<file path="config.mk">
export PLATFORM = sky130hd
export DESIGN_NAME = voice_allocator
export DESIGN_NICKNAME = d
export VERILOG_FILES = /design/src/rtl/voice_allocator.sv
export SDC_FILE = /design/constraint.sdc
export NUM_CORES = 1
export LEC_CHECK = 0
export ABC_AREA = 1
export CORE_MARGIN = 2
export CORE_UTILIZATION = 60
export CTS_CLUSTER_SIZE = 10
export DETAILED_ROUTE_END_ITERATION = 16
export DONT_BUFFER_PORTS = 1
export PLACE_DENSITY = 0.87
export SKIP_LAST_GASP = 1
export SYNTH_ARGS = -nofsm -noshare
export SYNTH_HDL_FRONTEND = slang
export SYNTH_SLANG_ARGS = --single-unit
</file>
<file path="constraint.sdc">
create_clock -name clk -period 3.1 [get_ports clk]
set_clock_uncertainty 0.1 [all_clocks]
set_input_delay 0.93 -clock clk [delete_from_list [all_inputs] [get_ports clk]]
set_output_delay 0.93 -clock clk [all_outputs]
set_load 0.005 [all_outputs]
</file>
<file path="src/rtl/voice_allocator.sv">
// voice_allocator
// Two-voice note allocator with per-key synchronisation, debouncing and
// oldest-voice stealing. Held notes keep their channel while other keys
// change.
//
// Parameters:
//   SAMPLE_DIV  - clock cycles between debounce samples (>= 2)
//   DEB_SAMPLES - consecutive differing samples needed to accept a change (2..15)
// Ports:
//   clk        - system clock
//   reset      - asynchronous, active-low reset
//   keys       - raw key levels, bit k = key k, 1 = pressed, asynchronous
//   voice1     - key code on voice 1 (k+1 for key k, 0 = silent)
//   voice2     - key code on voice 2, same encoding
//   note_event - one-cycle pulse in the cycle after either voice changes
module voice_allocator #(
    parameter int SAMPLE_DIV  = 50000,
    parameter int DEB_SAMPLES = 4
) (
    input  logic        clk,
    input  logic        reset,
    input  logic [47:0] keys,
    output logic [5:0]  voice1,
    output logic [5:0]  voice2,
    output logic        note_event
);

    localparam int             CW      = $clog2(SAMPLE_DIV);
    localparam logic [CW-1:0]  CNT_MAX = CW'(SAMPLE_DIV - 1);
    localparam logic [3:0]     DC_MAX  = 4'(DEB_SAMPLES - 1);
    localparam logic [5:0]     IDX_MAX = 6'd47;

    logic [47:0]   ks1;
    logic [47:0]   ks;
    logic [47:0]   st;
    logic [47:0]   sn;
    logic [3:0]    dc [48];
    logic [CW-1:0] cnt;
    logic          strobe;
    logic [5:0]    idx;
    logic          old;
    logic [5:0]    prev1;
    logic [5:0]    prev2;
    logic          ev;
    logic          press;
    logic [5:0]    code;

    assign strobe = (cnt == CNT_MAX);
    assign ev     = (st[idx] != sn[idx]);
    assign press  = st[idx];
    assign code   = idx + 6'd1;

    // Two-flop synchroniser and sample-strobe divider
    always_ff @(posedge clk or negedge reset) begin
        if (!reset) begin
            ks1 <= '0;
            ks  <= '0;
            cnt <= '0;
        end else begin
            ks1 <= keys;
            ks  <= ks1;
            cnt <= strobe ? '0 : cnt + 1'b1;
        end
    end

    // Debounce: a key's stable level only follows the synchronised level
    // after DEB_SAMPLES consecutive differing samples.
    always_ff @(posedge clk or negedge reset) begin
        if (!reset) begin
            st <= '0;
            for (int k = 0; k < 48; k++) dc[k] <= '0;
        end else if (strobe) begin
            for (int k = 0; k < 48; k++) begin
                if (ks[k] == st[k]) begin
                    dc[k] <= '0;
                end else if (dc[k] == DC_MAX) begin
                    st[k] <= ks[k];
                    dc[k] <= '0;
                end else begin
                    dc[k] <= dc[k] + 4'd1;
                end
            end
        end
    end

    // Scanner: one key per cycle; a key's seen bit catches up with its
    // stable bit when visited, so a flip-and-back between visits is absorbed.
    always_ff @(posedge clk or negedge reset) begin
        if (!reset) begin
            idx <= '0;
            sn  <= '0;
        end else begin
            idx <= (idx == IDX_MAX) ? 6'd0 : idx + 6'd1;
            if (ev) sn[idx] <= st[idx];
        end
    end

    // Voice assignment. old = 0 means voice1 holds the older note.
    always_ff @(posedge clk or negedge reset) begin
        if (!reset) begin
            voice1 <= '0;
            voice2 <= '0;
            old    <= 1'b0;
        end else if (ev) begin
            if (press) begin
                if (voice1 == 6'd0) begin
                    voice1 <= code;
                    old    <= (voice2 != 6'd0);
                end else if (voice2 == 6'd0) begin
                    // voice1 is occupied, so it is the older one
                    voice2 <= code;
                    old    <= 1'b0;
                end else if (!old) begin
                    voice1 <= code;
                    old    <= 1'b1;
                end else begin
                    voice2 <= code;
                    old    <= 1'b0;
                end
            end else begin
                // A stolen key matches neither voice and is ignored here
                if (voice1 == code) voice1 <= 6'd0;
                if (voice2 == code) voice2 <= 6'd0;
            end
        end
    end

    // Change detector on the voice outputs
    always_ff @(posedge clk or negedge reset) begin
        if (!reset) begin
            prev1      <= '0;
            prev2      <= '0;
            note_event <= 1'b0;
        end else begin
            prev1      <= voice1;
            prev2      <= voice2;
            note_event <= (voice1 != prev1) || (voice2 != prev2);
        end
    end

endmodule

</file>
==> metrics <==
Worst-Margin Slew around 1.1 ns; startpoint type of the worst setup path flop; status finished, violations left; #FFs+latches synth around 430; Post-Syn Area 19800 um^2; Synth-to-Final Area Change 9.45%; Routed Antenna Nets 0; Pleak between 10 and 15 nW; fillcell total 2410; first-pass GRT wire length between 70000 and 80000 um; final wirelength roughly 44000 um; number of diodes 0; Final #Nets ~2.3k; worst skew pair latency 0.58 ns; Core Region between 30000 and 40000 um^2; post-synthesis compound-gate area fraction between 10% and 20%; cell area after layout between 20000 and 25000 um^2; post-CTS setup buffers 0; Crit Path Class flop to flop; Via Count approximately 15k; Congestion Overflow GR 0; simple-gate share of the synthesized area 18.8%; clk sinks 432; io pins 63; number of global-route vias before repair 15.6k; TritonCTS clock tree built; Post-Synthesis Cells around 2.2k; Clock Path Buffers 3; Initial Utilization around 60%; min-delay worst type input port to async pin; worst vdd ir about 430 uV; Distinct cells, synth between 40 and 50; main combinational cell family by area after synthesis simple AND/OR/NAND/NOR gates; initial antenna violation count 0; layout cells sized above 1 approximately 6.2%; CTS Root Cell clkbuf_16; Die Span X 186 um; setup violators final 0; Post-Synth Adder-Cell Area under 10%; Max-cap violations 0; Via density 5.69; count of input and output buffers 0; largest net degree at the start of global routing 433; clock buffer count from CTS 50; Power Total roughly 11 mW; DP HPWL approximately 29000 um; failing checks negative hold slack; Synth Area in XOR/XNOR 5.88%; post-synthesis sequential area ratio between 50% and 60%; Die ar. between 30000 and 40000 um^2; synthesized net count about 2.3k; gp weighted congestion just over 0.9; crit path max fanout 16; mux share of post-synthesis cell area 0.846%; required time worst endpoint roughly 3.5 ns; Total GRT Usage between 20% and 30%; EDFF count, synth 0; worst reg-to-reg path cell count 14; Tmin final between 2 and 3 ns; Mapped Avg Cell Area ~9.1 um^2; PD cells 504 nW/um^2; unrepaired setup endpoints after global routing no; crit path DAT 3.26 ns; synth warn 0; FMAX around 350 MHz; hold slack -0.0360 ns; DR pass1 iterations 5; Post-synth ARST share 100%; Crit. End Element flop; Initial DRC Count ~1.3k; final hold violations 23; Slew Limit Headroom 25.2%; drt drc 0; setup TNS 0 ns; row cnt 66; clock slew seen by the registers of the worst setup and hold paths 0.06 ns; DR WL/cell approximately 17 um; top_reg_cell synth dfrtp_1; H-tree levels 2; DP Area about 20000 um^2; Slew Limit Fails 0; final worst-path cycle share just over 90%; height of the die 186 um
per-stage QoR:
step / util, % / cells / setup slack (ns) / hold slack (ns)
final: 66.7 / 2649 / 0.208 / -0.0360
after CTS: 66.6 / 2649 / 0.0886 / -0.0566
after global routing: 66.7 / 2649 / 0.0111 / -0.0575
after detailed placement: 62.5 / 2589 / 0.153 / 0.235
after global placement: 62.5 / 2589 / 0.297 / 0.232
after floorplan: - / 2178 / 0.368 / 0.231
worst paths after layout:
check | from | endpoint | slack [ns]
worst max-delay path | idx[0] | voice1[0] | 0.21
worst min-delay path | reset | dc[108] | -0.04
worst max register to register | idx[0] | voice1[0] | 0.21
worst min register to register | ks1[46] | ks[46] | 0.24
max in group asynchronous | reset | sn[30] | 2.03
min in group clk | ks1[46] | ks[46] | 0.24
worst max-delay path, cell delays in order, from the launching register on:
cell and delay [ns]:
dfrtp_2 0.46, buf_4 0.22, nand2_1 0.08, a21oi_1 0.06
o21ai_0 0.35, nand4_1 0.19, nand2_1 0.10, nand2_1 0.05
nor2_1 0.11, ha_1 0.33, inv_2 0.18, buf_4 0.24
nand3_2 0.15, nand2_1 0.10, nand2_1 0.06
kinds of logic (layout without fill, tap and decap cells):
| kind of cell | Yosys count | count (layout) |
|---|---|---|
| fa+ha+maj | 51 | 51 |
| buf+inv | 304 | 333 |
| xor+xnor | 133 | 133 |
| flops | 432 | 432 |
| simple gates | 876 | 876 |
| mux | 15 | 15 |
| compound gates | 367 | 367 |
Yosys cell counts, types with 14 or more instances:
master    instances  share of area, %
dfrtp_1         432                55
xnor2_1          44               1.9
ha_1             51               3.2
inv_1           242               4.6
nor3_1           29              0.73
a21oi_1         140               3.5
o21ai_0         121               3.1
nor2_1          259               4.9
nand3_1         129               3.3
o22ai_1          32               1.0
xor2_1           89               3.9
clkbuf_1         18              0.34
nand4_1          22              0.69
mux2_2           14              0.80
nand2_1         403               7.6
o21a_1           22              0.83
buf_2            24              0.61
sequential cells by signal, indices dropped and copies added (netlist names), 16 cells and up:
register and cells:
dc 192, ks 48, ks1 48, st 48, cnt 16, sn 48
area by class of cell:
class	count	area, um^2	area share [%]
sequential	432	10800	49.9
inverter	247	935	4.31
clock buffer	53	1260	5.82
multi-input combinational	1442	7780	35.9
timing repair buffer	26	258	1.19
tap	442	553	2.55
clock inverter	7	81.3	0.375
where the power goes:
part | leakage (nW) | switching [mW] | internal, mW
Combinational | 4.23 | 0.0388 | 0.0203
Clock | 0.658 | 2.17 | 2.94
Sequential | 5.79 | 0.0397 | 5.71
Total | 10.7 | 2.25 | 8.67
layer usage:
metal	share of wire, %	vias to the layer above	wire length (um)	GRT usage [%]
met5	0	-	0	0
met4	3.5	0	1520	12.0
met3	6.0	131	2640	4.38
met2	50	504	21900	45.8
met1	40	7320	17700	33.4
li1	-	7108	-	-
layout by cell type, fill, tap and decap left out, types with 3 or more instances in the layout:
cell type / synthesis / layout
a22o_1: 7 / 7
nand2_4: 3 / 4
nor4_1: 6 / 6
o21ai_0: 121 / 121
buf_4: 6 / 21
inv_2: 3 / 6
xnor2_1: 44 / 44
clkbuf_1: 18 / 3
xor2_1: 89 / 89
nand4_1: 22 / 22
clkbuf_16: 0 / 50
nand2_2: 3 / 3
o31ai_1: 5 / 5
dfrtp_1: 432 / 429
ha_1: 51 / 51
nor2_2: 4 / 4
a22oi_1: 5 / 5
nand2_1: 403 / 402
nor3b_1: 3 / 3
o21a_1: 22 / 22
nand3_1: 129 / 128
o21ai_2: 4 / 4
mux2_2: 14 / 14
o22ai_1: 32 / 32
a21oi_1: 140 / 140
o32ai_1: 5 / 5
buf_12: 0 / 5
nand3_2: 5 / 6
nor2_4: 3 / 4
nor2_1: 259 / 258
o21ai_1: 7 / 7
nor3_1: 29 / 29
inv_1: 242 / 240
dfrtp_2: 0 / 3
a31oi_1: 10 / 10
o41ai_1: 3 / 3
repair_timing:
item | in CTS | in global routing
gates resized for setup | 0 | 9
endpoints found under the hold margin | 432 | 204
endpoints found under the setup margin | 0 | 45
(Power assumes the default switching activity.)
